$ cat src/rtl/seg_disp.sv
// Multi-digit seven-segment controller: hex capture or iterative double-dabble decimal,
// with leading-zero blanking, decimal points, blinking and overflow dashes.
module seg_disp #(
  parameter int DIGITS    = 8,
  parameter int W         = 32,
  parameter int BLINK_DIV = 25_000_000
) (
  input  logic                  clk,
  input  logic                  rst,
  input  logic                  in_valid,
  output logic                  in_ready,
  input  logic [W-1:0]          in_value,
  input  logic                  in_dec,
  input  logic                  in_lzb,
  input  logic [DIGITS-1:0]     dp_mask,
  input  logic [DIGITS-1:0]     blink_mask,
  output logic [8*DIGITS-1:0]   o_seg,
  output logic                  o_ovf
);
  localparam int NB   = (W + 2) / 3;
  localparam int BCDW = 4 * NB;
  localparam int NP   = (NB > DIGITS) ? NB : DIGITS;
  localparam int BP   = 4 * NP;
  localparam int VP   = (W > 4 * DIGITS) ? W : 4 * DIGITS;
  localparam int CW   = $clog2(W + 1);
  localparam int BW   = $clog2(BLINK_DIV);

  typedef enum logic {IDLE, CONV} state_t;

  state_t          state_reg, state_next;
  logic [3:0]      dig_reg [DIGITS];
  logic [3:0]      dig_next [DIGITS];
  logic            ovf_reg, ovf_next;
  logic            lzb_reg, lzb_next;
  logic            lzb_pend_reg, lzb_pend_next;
  logic [BCDW-1:0] bcd_reg, bcd_next;
  logic [W-1:0]    sh_reg, sh_next;
  logic [CW-1:0]   cnt_reg, cnt_next;
  logic [BW-1:0]   blink_cnt_reg;
  logic            phase_reg;

  logic [BCDW-1:0] bcd_adj;
  logic [BCDW-1:0] bcd_shift;
  logic [BP-1:0]   bcd_pad;
  logic [VP-1:0]   val_pad;
  logic            hex_ovf, dec_ovf;

  // Add-3 correction on every BCD digit that would reach 10 or more after the shift
  genvar gi;
  generate
    for (gi = 0; gi < NB; gi++) begin : g_adj
      assign bcd_adj[4*gi +: 4] = (bcd_reg[4*gi +: 4] >= 4'd5) ? bcd_reg[4*gi +: 4] + 4'd3
                                                                 : bcd_reg[4*gi +: 4];
    end
  endgenerate

  assign bcd_shift = {bcd_adj[BCDW-2:0], sh_reg[W-1]};
  assign bcd_pad   = BP'(bcd_shift);
  assign val_pad   = VP'(in_value);
  assign hex_ovf   = |(val_pad >> (4 * DIGITS));
  assign dec_ovf   = |(bcd_pad >> (4 * DIGITS));

  always_comb begin
    state_next    = state_reg;
    dig_next      = dig_reg;
    ovf_next      = ovf_reg;
    lzb_next      = lzb_reg;
    lzb_pend_next = lzb_pend_reg;
    bcd_next      = bcd_reg;
    sh_next       = sh_reg;
    cnt_next      = cnt_reg;
    in_ready      = 1'b0;
    case (state_reg)
      IDLE: begin
        in_ready = 1'b1;
        if (in_valid) begin
          if (in_dec) begin
            state_next    = CONV;
            bcd_next      = '0;
            sh_next       = in_value;
            cnt_next      = '0;
            lzb_pend_next = in_lzb;
          end else begin
            for (int i = 0; i < DIGITS; i++) dig_next[i] = val_pad[4*i +: 4];
            ovf_next = hex_ovf;
            lzb_next = in_lzb;
          end
        end
      end
      CONV: begin
        bcd_next = bcd_shift;
        sh_next  = sh_reg << 1;
        cnt_next = cnt_reg + 1'b1;
        if (cnt_reg == CW'(W - 1)) begin
          state_next = IDLE;
          for (int i = 0; i < DIGITS; i++) dig_next[i] = bcd_pad[4*i +: 4];
          ovf_next = dec_ovf;
          lzb_next = lzb_pend_reg;
        end
      end
      default: state_next = IDLE;
    endcase
  end

  always_ff @(posedge clk or posedge rst) begin
    if (rst) begin
      state_reg     <= IDLE;
      for (int i = 0; i < DIGITS; i++) dig_reg[i] <= 4'd0;
      ovf_reg       <= 1'b0;
      lzb_reg       <= 1'b0;
      lzb_pend_reg  <= 1'b0;
      bcd_reg       <= '0;
      sh_reg        <= '0;
      cnt_reg       <= '0;
      blink_cnt_reg <= '0;
      phase_reg     <= 1'b0;
    end else begin
      state_reg    <= state_next;
      dig_reg      <= dig_next;
      ovf_reg      <= ovf_next;
      lzb_reg      <= lzb_next;
      lzb_pend_reg <= lzb_pend_next;
      bcd_reg      <= bcd_next;
      sh_reg       <= sh_next;
      cnt_reg      <= cnt_next;
      if (blink_cnt_reg == BW'(BLINK_DIV - 1)) begin
        blink_cnt_reg <= '0;
        phase_reg     <= ~phase_reg;
      end else begin
        blink_cnt_reg <= blink_cnt_reg + 1'b1;
      end
    end
  end

  function automatic logic [7:0] glyph(input logic [3:0] d);
    case (d)
      4'h0: glyph = 8'h03;  4'h1: glyph = 8'h9F;  4'h2: glyph = 8'h25;  4'h3: glyph = 8'h0D;
      4'h4: glyph = 8'h99;  4'h5: glyph = 8'h49;  4'h6: glyph = 8'h41;  4'h7: glyph = 8'h1F;
      4'h8: glyph = 8'h01;  4'h9: glyph = 8'h09;  4'hA: glyph = 8'h11;  4'hB: glyph = 8'hC1;
      4'hC: glyph = 8'h63;  4'hD: glyph = 8'h85;  4'hE: glyph = 8'h61;  default: glyph = 8'h71;
    endcase
  endfunction

  // Digit 0 is never blanked; higher digits blank while everything from them upward is zero
  logic [DIGITS-1:0] blank;
  logic              zero_above;
  always_comb begin
    blank      = '0;
    zero_above = 1'b1;
    for (int i = DIGITS - 1; i >= 1; i--) begin
      zero_above = zero_above & (dig_reg[i] == 4'd0);
      blank[i]   = lzb_reg & ~ovf_reg & zero_above;
    end
  end

  generate
    for (gi = 0; gi < DIGITS; gi++) begin : g_out
      logic [7:0] seg_byte;
      always_comb begin
        if (ovf_reg)        seg_byte = 8'hFD;
        else if (blank[gi]) seg_byte = 8'hFF;
        else                seg_byte = glyph(dig_reg[gi]);
        if (dp_mask[gi])    seg_byte[0] = 1'b0;
        if (phase_reg && blink_mask[gi]) seg_byte = 8'hFF;
      end
      assign o_seg[8*gi +: 8] = seg_byte;
    end
  endgenerate

  assign o_ovf = ovf_reg;
endmodule
$ cat config.mk
export PLATFORM = sky130hd
export DESIGN_NAME = seg_disp
export DESIGN_NICKNAME = d
export VERILOG_FILES = /design/src/rtl/seg_disp.sv
export SDC_FILE = /design/constraint.sdc
export NUM_CORES = 1
export LEC_CHECK = 0
export BUFFER_PORTS_ARGS = -buffer_cell sky130_fd_sc_hd__buf_2
export CAP_MARGIN = 20
export CORE_MARGIN = 2
export CORE_UTILIZATION = 55
export CTS_CLUSTER_DIAMETER = 60
export DETAILED_ROUTE_END_ITERATION = 6
export MAX_ROUTING_LAYER = met4
export PLACE_DENSITY = 0.76
export SLEW_MARGIN = 25
export SYNTH_ARGS = -nofsm -noshare
export SYNTH_HDL_FRONTEND = slang
export SYNTH_SLANG_ARGS = --single-unit
$ cat constraint.sdc
create_clock -name clk -period 6.2 [get_ports clk]
set_clock_uncertainty 0.15 [all_clocks]
set_input_delay 0.31 -clock clk [delete_from_list [all_inputs] [get_ports clk]]
set_output_delay 0.31 -clock clk [all_outputs]
set_load 0.02 [all_outputs]
Word level (Yosys, flattened, before mapping)

Memory sizes are Yosys's and may differ from the RTL's.
Index checks and enable logic that the tools add are counted.

Memories kept: 8
Word-level logic and storage cells: 160
Register bits: 144
Output and inout port bits: 66
Bits of input ports: 53
Memory bits (read-only): 896

Memories:

| name            | words | bits a word | read ports | clocked after memory_dff | wr ports | line | source |
|---|---|---|---|---|---|---|---|
| (no name shown) | 16    | 7           | 1          | 0                        | 0        | 136  | `case (d)` |
| (no name shown) | 16    | 7           | 1          | 0                        | 0        | 136  |  |
| (no name shown) | 16    | 7           | 1          | 0                        | 0        | 136  |  |
| (no name shown) | 16    | 7           | 1          | 0                        | 0        | 136  |  |
| (no name shown) | 16    | 7           | 1          | 0                        | 0        | 136  |  |
| (no name shown) | 16    | 7           | 1          | 0                        | 0        | 136  |  |
| +2 memories     | --    | --          | --         | --                       | --       | --   |  |

Reduce and logical (&&, ||, !) cells: 19
Bitwise operators: 17
Magnitude comparators: 11
Add/subtract/negate cells: 13
Eq/ne operators: 6
Mux-type cells: 69

Operators by type and width:

| operator                                                                             | count |
|---|---|
| 8-bit two-way mux                                                                    | 23 |
| 32-bit two-way mux                                                                   | 5 |
| 32-bit case mux with 2 select lines                                                  | 2 |
| 44-bit two-way mux                                                                   | 2 |
| 44-bit case mux with 2 select lines                                                  | 1 |
| 4-bit by 3-bit greater-or-equal comparator with 1-bit output (second input constant) | 11 |
| 4-bit by 2-bit adder with 4-bit output (second input constant)                       | 10 |
| 4-bit two-way mux                                                                    | 10 |
| 4-bit zero test                                                                      | 7 |
| 25-bit by 1-bit adder with 25-bit output (second input constant)                     | 1 |
| 25-bit == test (second input constant)                                               | 1 |
| 25-bit two-way mux                                                                   | 1 |
| 1-bit two-way mux                                                                    | 18 |
| 1-bit bitwise AND                                                                    | 14 |
| 6-bit two-way mux                                                                    | 2 |
| 6-bit case mux with 2 select lines                                                   | 1 |
| 12-bit OR reduction                                                                  | 1 |
| 1-bit logical AND                                                                    | 8 |
| 6-bit by 1-bit adder with 6-bit output (second input constant)                       | 1 |
| 6-bit by 5-bit == test with 1-bit output (second input constant)                     | 1 |
| 2-bit != test (second input constant)                                                | 3 |
| 1-bit case mux with 2 select lines                                                   | 3 |
| 3-bit AND reduction                                                                  | 2 |
| 3-bit by 2-bit adder with 3-bit output (second input constant)                       | 1 |
| other kinds (4)                                                                      | 6 |

Depth between registers and ports, before layout

Gate-level depths: netlist (run 1).

Depth after elaboration: 12
Depth in mapped cells: 8
Mapped depth without buffers: 7

Worst setup path after synthesis (run 1)

Ideal clock, no wire load.

Path kind: register to output
From: register ovf_reg (netlist: o_ovf)
To: output port o_seg[33]
Path buffers: 1
Cell stages (with the launch flop): 7
Setup slack: 3.772 ns
Arrival time: 1.968 ns
Data required time: 5.740 ns
Cells stage by stage: dfrtp_1 > buf_2 > nor4b_4 > nand4_2 > nor3b_1 > a311oi_1 > o21ai_0

Cells in the longest elaborated chain, start to end: 6

RTL lines:

| item                            | line | source |
|---|---|---|
| start: declaration              | 33   | `logic ovf_reg, ovf_next;` |
| start signal: assignment        | 120  | `ovf_reg <= ovf_next;` |
| 1-bit NOT                       | 152  | `blank[i] = lzb_reg & ~ovf_reg & zero_above;` |
| 1-bit bitwise AND (2 in series) | 152  |  |
| 8-bit two-way mux               | 161  | `else if (blank[gi]) seg_byte = 8'hFF;` |
| 8-bit two-way mux (*)           | 160  | `if (ovf_reg) seg_byte = 8'hFD;` |
| 8-bit two-way mux (*)           | 164  | `if (phase_reg && blink_mask[gi]) seg_byte = 8'hFF;` |
| end: declaration                | 17   | `output logic [8*DIGITS-1:0] o_seg,` |

Every way passes the cells marked *; elsewhere a longest branch is shown, timed or not.

Worst setup path in the final report (run 1)

From: register ovf_reg (netlist: o_ovf)
To: output port o_seg[13]

Same word-level chain as after synthesis.

==> results.toml, run 1 <==
[sta]
maxSlewHeadroom_pct = 38.31
max_freq_ghz = 0.3010
setup-violations-final = 0
rsz0062_at_grt = "false"
layout_worst_path_cycle_share_pct = 53.58
worst_slew_pin_slew_ns = 0.9183
slew_violations = 0
fin_ws_ns = 2.878
hold_viol = 0
period_minus_slack_ns = 3.322
hold_slack_ns = 0.03935
setup_tns_ns = 0

[cells_and_area]
largest_reg_flops = 44
area_growth_syn_to_layout_pct = 13.48
post-route-util_pct = 63.31
mostFrequentLayoutCell = "nand2_1"
fin_nets = 1311
layout_common_cells = "nand2_1, dfrtp_1, o21ai_0"
drive_above_1_share_pct = 14.55
n_antenna_cell = 0
multiInputGateArea_um2 = 5524
seqCellArea_um2 = 3607
final_area_um2 = 10840
fillerInstances = 1497

[logic_synthesis]
synth_area_per_cell_um2 = 8.580
ys.warnings.count = 0
synth_top_flop_cell = "dfrtp_1"
synth_edf_count = 0
netlist_instances = 1113
synth_top_area_share_pct = 37.74
seq_area_frac_synth_pct = 37.74
ys_top_cells_by_area = "dfrtp_1, ha_1, nand2_1, o21ai_0, mux2i_1"
syn_nets = 1232
synth_cell_types = 50
ys_async_sr_fraction_pct = 100.0
ys_seq_elements = 144
syn_area_um2 = 9549
yosysTopAreaCell = "dfrtp_1"

[cts]
numCtsBuffers = 17
ctsHoldBuffers = 3
cts_max_level = 4
cts.clk_slew.worst_paths_ns = 0.06
cts_tree = "yes"
cts_setup_buffers = 0
cts-root-buf = "clkbuf_16"
clock_path_buffers = 2
clock_sinks = 144
insertion_delay_ns = 0.43
cts-resized-gates = 0

[job]
cap_violations = 0

[route]
wl_per_cell_um = 15.02
first_pass_iters = 5
wl_mm = 21.45
drtAntennaViolNets = 0
drtIter0Drc = 469
route.vias.total = 8115
vias_per_cell = 5.683
drc = 0

[worst_setup_path]
cp_top_family = "simple AND/OR/NAND/NOR gates"
path_max_fanout = 19
crit_path_end_kind = "output pin"
cp_num_buf_inv = 1
critical_path_arrival_ns = 2.86
path_class = "reg -> out"
crit_slowest_cell = "dfrtp_1"
path_cells = "nor4b_4 > nand4_2 > nor4_4 > a21oi_1 > o311ai_1 > buf_2"
worstPathRequired_ns = 5.74
crit_path_start_kind = "register"
cpPeakStageDelay_ns = 0.68

[power]
power_density_nw_per_um2 = 540.1
p_leak_nw = 5.219
peakVddDrop_uv = 280.4

[global_routing]
grt-ovfl-total = 0
grt_pass1_vias = 7413
grt_max_degree = 94
grt_pass1_wl_mm = 35.85
track_usage_pct = 24.93
antenna_found_initial = 0

[placed_design]
port_buffers = 118
placed_area_um2 = 10260
hpwlAfterDp_mm = 14.88
pre_cts_slack_ns = 3.277
place.gp.congestion = 0.8332

[floorplanning]
coreArea_um2 = 17120
dieArea_um2 = 18430
rows = 48
dieHeight_um = 135.8
start_util_pct = 55.79
die_w_um = 135.8
pin_count = 119

[run_status]
status = "finished, final reports clean"

[worst_hold_path]
hp-class = "in -> reg"
metal layers:
metal  wire length (um)  part of all wire, %  GRT usage, %
met5                  0                    0             -
met4                476                  2.2         7.292
met3                936                  4.4         4.714
met2               9917                   46         38.97
met1              10120                   47         33.28
cells in the mapped netlist, types with 2 or more instances:
| master | number |
|---|---|
| mux2i_1 | 46 |
| nor4_4 | 2 |
| inv_1 | 48 |
| buf_2 | 3 |
| a21o_1 | 18 |
| and3_1 | 2 |
| nand4_1 | 9 |
| nand3_1 | 47 |
| and2_1 | 2 |
| nand2b_1 | 29 |
| a22o_1 | 9 |
| xnor2_1 | 26 |
| mux2_2 | 7 |
| or2_2 | 6 |
| ha_1 | 66 |
| a211oi_1 | 21 |
| o211ai_1 | 59 |
| a311oi_1 | 3 |
| o21a_1 | 7 |
| a211o_1 | 4 |
| nand3b_1 | 10 |
| xor2_1 | 16 |
| a21oi_1 | 49 |
| and4_1 | 2 |
| nand2_1 | 192 |
| nor3_1 | 14 |
| o21ai_0 | 124 |
| nor2_1 | 35 |
| buf_1 | 6 |
| nor3b_1 | 18 |
| clkbuf_1 | 58 |
| dfrtp_1 | 144 |
| nor2b_1 | 7 |
| a21boi_0 | 7 |
| and3b_1 | 2 |
cell type report:
type                       count  share of cell area (%)
multi-input combinational    853                   50.98
clock buffer                  24                   4.538
inverter                      49                   1.743
timing repair buffer         127                   6.327
clock inverter                 6                  0.5311
tap                          225                   2.598
sequential                   144                   33.29
worst min-delay path: cells and delay by family:
kind                   cells  cell delay [ns]
AOI/OAI and AO/OA          2             0.16
buffers and inverters      1             0.10
cells by family after synthesis:
kind of cell / Yosys count / synth area share [%]
AOI/OAI and AO/OA: 310 / 20.05
adders and majority gates: 66 / 8.648
buffers and inverters: 116 / 4.599
and+or+nand+nor: 382 / 19.47
xor gates and xnor gates: 42 / 3.852
DFF: 144 / 37.74
muxes: 53 / 5.647
stage by stage:
stage | instances | total power [mW]
2_1_floorplan | 1113 | 4.072
3_3_place_gp | 1394 | 4.799
3_5_place_dp | 1395 | 4.887
4_1_cts | 1428 | 5.874
5_1_grt | 1428 | 6.367
6_report | 1428 | 5.853
report_power, final:
part | internal [mW] | switching (mW)
logic | 1.29 | 1.78
registers | 1.27 | 0.553
clock network | 0.586 | 0.373
total | 3.15 | 2.71
worst paths after layout:
check | startpoint | endpoint | slack (ns) | cells after the start
min in group asynchronous | rst | cnt_reg[1] | 0.43 | 3
worst max register to register | state_reg | dig_reg[18] | 3.54 | 5
max in group asynchronous | rst | blink_cnt_reg[17] | 4.31 | 4
worst max-delay path | o_ovf | o_seg[13] | 2.88 | 6
worst min register to register | blink_cnt_reg[0] | blink_cnt_reg[0] | 0.33 | 1
worst min-delay path | in_value[27] | dig_reg[7] | 0.04 | 3
Note: power is estimated with default switching activity, not from simulation.
==> run 2: changes to the inputs <==
==> constraint.sdc (replaced) <==
create_clock -name clk -period 3.4 [get_ports clk]
set_clock_uncertainty 0.15 [all_clocks]
set_input_delay 0.17 -clock clk [delete_from_list [all_inputs] [get_ports clk]]
set_output_delay 0.17 -clock clk [all_outputs]
set_load 0.02 [all_outputs]
==> results.toml, run 2 (same netlist as run 1, synthesis figures left out) <==
[run_status]
status = "finished, final reports clean"

[power]
p_seq_share_pct = 29.9
p_leak_nw = 5.412
power_switching_share_pct = 45.15
p_clk_share_pct = 18.0
peakVddDrop_uv = 505.5
p_int_mw = 5.974
finalPower_mw = 10.89
switching_power_mw = 4.917
power_density_nw_per_um2 = 965.2
power.share.combinational_pct = 52.1

[route]
first_pass_iters = 5
vias_per_cell = 5.603
wl_mm = 21.33
wl_per_cell_um = 14.54
drtAntennaViolNets = 0
m1WireLength_mm = 10.20
wl_met3_um = 755
drtIter0Drc = 523
drc = 0
dr.max_layer_used = "met4"
dr_wl_met2_mm = 9.926
route.vias.total = 8220

[cells_and_area]
layout_common_cells = "nand2_1, dfrtp_1, o21ai_0"
fin_nets = 1348
largest_reg_flops = 44
fillerInstances = 1384
drive_above_1_share_pct = 14.49
area_growth_syn_to_layout_pct = 18.16
final_area_um2 = 11280
instances_no_fill = 1467
mostFrequentLayoutCell = "nand2_1"
n_antenna_cell = 0

[worst_setup_path]
path_max_fanout = 6
cp_num_buf_inv = 2
worstPathRequired_ns = 3.08
critPathMostFrequentCell = "nor3b_1"
crit_path_start_kind = "register"
rrSetupSlack_ns = 1.02
cp.depth = 8
critical_path_arrival_ns = 2.66
path_class = "reg -> out"
cp_top_family = "simple AND/OR/NAND/NOR gates"
cpPeakStageDelay_ns = 0.60
reg2reg_depth = 7
path_cells = "inv_1 > ha_1 > nor3b_1 > nand3_1 > nor4_4 > nor3b_1 > o211ai_1 > buf_2"
crit_slowest_cell = "nor3b_1"
crit_path_end_kind = "output pin"

[placed_design]
hpwlAfterDp_mm = 14.53
place.gp.congestion = 0.8427
pre_cts_slack_ns = 0.8435
placed_area_um2 = 10310
port_buffers = 118
place_inst = 1400

[cts]
cts-root-buf = "clkbuf_16"
cts_setup_buffers = 0
cts.clk_slew.worst_paths_ns = 0.06
numCtsBuffers = 17
insertion_delay_ns = 0.42
clock_sinks = 144
clock_path_buffers = 2
cts_tree = "yes"
cts_max_level = 4

[global_routing]
grt_pass1_wl_mm = 35.67
grt-ovfl-total = 0
grt_max_degree = 81
grt_pass1_vias = 7604
antenna_found_initial = 0
track_usage_pct = 24.54

[worst_hold_path]
hp-class = "in -> reg"
hold_depth = 4

[sta]
hold_viol = 0
fin_ws_ns = 0.4192
setup_tns_ns = 0
maxSlewHeadroom_pct = 38.31
layout_worst_path_cycle_share_pct = 87.67
worst_slew_pin_slew_ns = 0.9184
max_freq_ghz = 0.3355
slew_violations = 0
setup-violations-final = 0
rsz0062_at_grt = "false"
period_minus_slack_ns = 2.981

[job]
cap_violations = 0

[floorplanning]
die_w_um = 135.8
start_util_pct = 55.79
rows = 48
pin_count = 119
dieHeight_um = 135.8
coreArea_um2 = 17120
dieArea_um2 = 18430
[run 2: cell types whose count changed in the layout (fill, tap and decap cells not counted), moves of 2 or more]
cell           previous run  this run
buf_12                    0         3
clkbuf_8                  4         6
dlygate4sd3_1             3        35
buf_4                     5         8
clkinv_2                  4         1
clkbuf_1                  3         5
bufinv_16                 1         3
[run 2: power groups by stage]
stage	Combinational, mW	Sequential (mW)	Clock (mW)
after CTS	5.70	3.24	1.98
after global placement	5.50	3.23	0
after global routing	6.35	3.39	2.07
after detailed placement	5.62	3.26	0
final	5.68	3.26	1.96
after floorplan	4.64	2.78	0
[run 2: layout make-up]
cell class	count	area, um2	share of cell area [%]
multi-input combinational	853	5524	48.96
sequential	144	3607	31.97
timing repair buffer	164	1061	9.403
clock buffer	28	526.8	4.668
tap	225	281.5	2.495
inverter	49	187.7	1.663
clock inverter	4	95.09	0.8428
[run 2: final timing paths]
path	from	endpoint
setup / recovery	dig_reg[12]	o_seg[18]
hold / removal	in_dec	bcd_reg[8]
setup reg to reg	bcd_reg[32]	o_ovf
hold reg to reg	blink_cnt_reg[4]	blink_cnt_reg[4]
max in group asynchronous	rst	dig_reg[10]
min in group asynchronous	rst	sh_reg[1]
[run 2: through the flow]
| stage | hold WS, ns | utilization [%] |
|---|---|---|
| 2_1_floorplan | 0.1622 | - |
| 3_3_place_gp | 0.2249 | 60.24 |
| 3_5_place_dp | 0.2314 | 60.24 |
| 4_1_cts | 0.1028 | 65.92 |
| 5_1_grt | 0.1474 | 65.92 |
| 6_report | 0.1156 | 65.92 |
[run 2: metal layers]
metal	track usage, %	up-vias
met3	3.629	37
met1	32.88	3879
met2	38.33	166
met4	8.449	0
li1	-	4138
met5	-	-
[run 2: repair_timing]
| action | 4_1_cts | 5_1_grt |
|---|---|---|
| hold buffers | 35 | 0 |
| resized for setup | 0 | 0 |
| endpoints found under the hold margin | 101 | 0 |
[run 2: worst register-to-register path, stage by stage (launching register included)]
cell and delay [ns]:
dfrtp_1 0.45, inv_1 0.11, ha_1 0.23, nand2b_1 0.09, a21oi_1 0.34, nand3_1 0.12, a2111oi_0 0.49, a21oi_1 0.23
==> run 3: changes to the inputs <==
--- a/config.mk
+++ b/config.mk
@@ -8,11 +8,12 @@
 export BUFFER_PORTS_ARGS = -buffer_cell sky130_fd_sc_hd__buf_2
 export CAP_MARGIN = 20
 export CORE_MARGIN = 2
-export CORE_UTILIZATION = 55
+export CORE_UTILIZATION = 54
 export CTS_CLUSTER_DIAMETER = 60
+export CTS_CLUSTER_SIZE = 8
 export DETAILED_ROUTE_END_ITERATION = 6
 export MAX_ROUTING_LAYER = met4
-export PLACE_DENSITY = 0.76
+export PLACE_DENSITY_LB_ADDON = 0.3
 export SLEW_MARGIN = 25
 export SYNTH_ARGS = -nofsm -noshare
 export SYNTH_HDL_FRONTEND = slang
==> constraint.sdc (replaced) <==
create_clock -name clk -period 2.5 [get_ports clk]
set_clock_uncertainty 0.15 [all_clocks]
set_input_delay 0.125 -clock clk [delete_from_list [all_inputs] [get_ports clk]]
set_output_delay 0.125 -clock clk [all_outputs]
set_load 0.02 [all_outputs]
==> results.toml, run 3 (same netlist as run 1, synthesis figures left out) <==
[floorplanning]
start_util_pct = 55.21
pin_count = 119
coreArea_um2 = 17300
rows = 48
dieArea_um2 = 18760
die_w_um = 137.0
dieHeight_um = 137.0

[sta]
setup-violations-final = 1
maxSlewHeadroom_pct = 49.00
fin_ws_ns = -0.01675
max_freq_ghz = 0.3973
slew_violations = 0
rsz0062_at_grt = "true"
hold_viol = 0
layout_worst_path_cycle_share_pct = 100.7
period_minus_slack_ns = 2.517
setup_tns_ns = -0.01675
worst_slew_pin_slew_ns = 0.7650

[route]
wl_mm = 22.30
first_pass_iters = 5
drtIter0Drc = 493
route.vias.total = 8395
wl_per_cell_um = 14.88
drc = 0
drtAntennaViolNets = 0
vias_per_cell = 5.600

[global_routing]
grt_max_degree = 145
antenna_found_initial = 0
grt_pass1_wl_mm = 36.88
track_usage_pct = 25.20
grt_pass1_vias = 7739
grt-ovfl-total = 0

[placed_design]
hpwlAfterDp_mm = 15.10
port_buffers = 118
place_inst = 1426
place.gp.congestion = 0.8802
pre_cts_slack_ns = 0.08017

[cts]
clock_path_buffers = 2
cts.clk_slew.worst_paths_ns = 0.06
cts-root-buf = "clkbuf_16"
numCtsBuffers = 17
cts_max_level = 4
insertion_delay_ns = 0.42
cts_tree = "yes"
clock_sinks = 144

[worst_setup_path]
cpPeakStageDelay_ns = 0.40
crit_path_end_kind = "output pin"
path_cells = "nor4b_4 > nand4_4 > nor4_4 > buf_6 > a21oi_4 > o211ai_1 > buf_4"
cp_num_buf_inv = 2
cp_top_family = "simple AND/OR/NAND/NOR gates"
crit_slowest_cell = "dfrtp_1"
r2r-start = "bcd_reg[32]"
worstPathRequired_ns = 2.23
path_max_fanout = 6
cp-startpoint = "o_ovf"
path_class = "reg -> out"
critical_path_arrival_ns = 2.24
crit_path_start_kind = "register"

[cells_and_area]
n_antenna_cell = 0
mostFrequentLayoutCell = "nand2_1"
largest_reg_flops = 44
area_growth_syn_to_layout_pct = 22.64
layout_common_cells = "nand2_1, dfrtp_1, o21ai_0"
fin_nets = 1380
drive_above_1_share_pct = 18.52
post-route-util_pct = 67.71
instances_no_fill = 1499

[power]
p_leak_nw = 5.608
power_density_nw_per_um2 = 1329
peakVddDrop_uv = 696.1
finalPower_mw = 15.56

[run_status]
violations = "setup timing"
status = "complete, but fails checks"

[worst_hold_path]
hp-class = "in -> async"

[job]
cap_violations = 0
## run 3: metal layers
layer | GRT usage [%] | wire length, um | up-vias
met2 | 40.27 | 10800 | 185
met5 | - | 0 | -
li1 | - | - | 4211
met3 | 4.852 | 938 | 42
met1 | 32.69 | 10070 | 3957
met4 | 7.446 | 493 | 0
## run 3: cell type report
cell class	count	area, um2
fillers	1362	5585
flip-flops and latches	144	3607
clock inverters	9	152.6
multi-input cells	853	5640
well taps	225	281.5
repair buffers	196	1344
inverters	49	187.7
clock buffers	23	498.0
## run 3: worst reg2reg max path, delay by kind of cell (launching register included)
kind | cells | cell delay [ns]
compound gates | 3 | 1.03
flops | 1 | 0.45
buf+inv | 1 | 0.12
simple gates | 2 | 0.23
fa+ha+maj | 1 | 0.23
## run 3: worst paths after layout
check / to / slack [ns] / cells past startpoint
max: o_seg[14] / -0.02 / 7
min: sh_reg[1] / 0.30 / 4
max reg2reg: o_ovf / 0.14 / 7
min reg2reg: blink_cnt_reg[4] / 0.32 / 1
max in group asynchronous: state_reg / 1.26 / 4
min in group clk: blink_cnt_reg[4] / 0.32 / 1
## run 3: through the flow
stage | hold slack, ns | area (um2)
floorplan | 0.1172 | 9553
global placement | 0.2500 | 10490
detailed placement | 0.2513 | 10490
CTS | 0.3269 | 11620
global route | 0.3539 | 11710
finish | 0.3033 | 11710
## run 3: report_power, final
part / switching, mW / internal [mW]
Combinational: 4.98 / 3.70
Sequential: 0.958 / 3.15
Clock: 0.974 / 1.80
## run 3: timing repair
action | CTS | global route
gates resized for setup | 19 | 28
pin swaps | 4 | 10
buffers inserted | 5 | 0
gates cloned | 0 | 0
endpoints found under the setup margin | 34 | 29
hold buffers | 36 | 0
hold endpoints to repair | 211 | 0
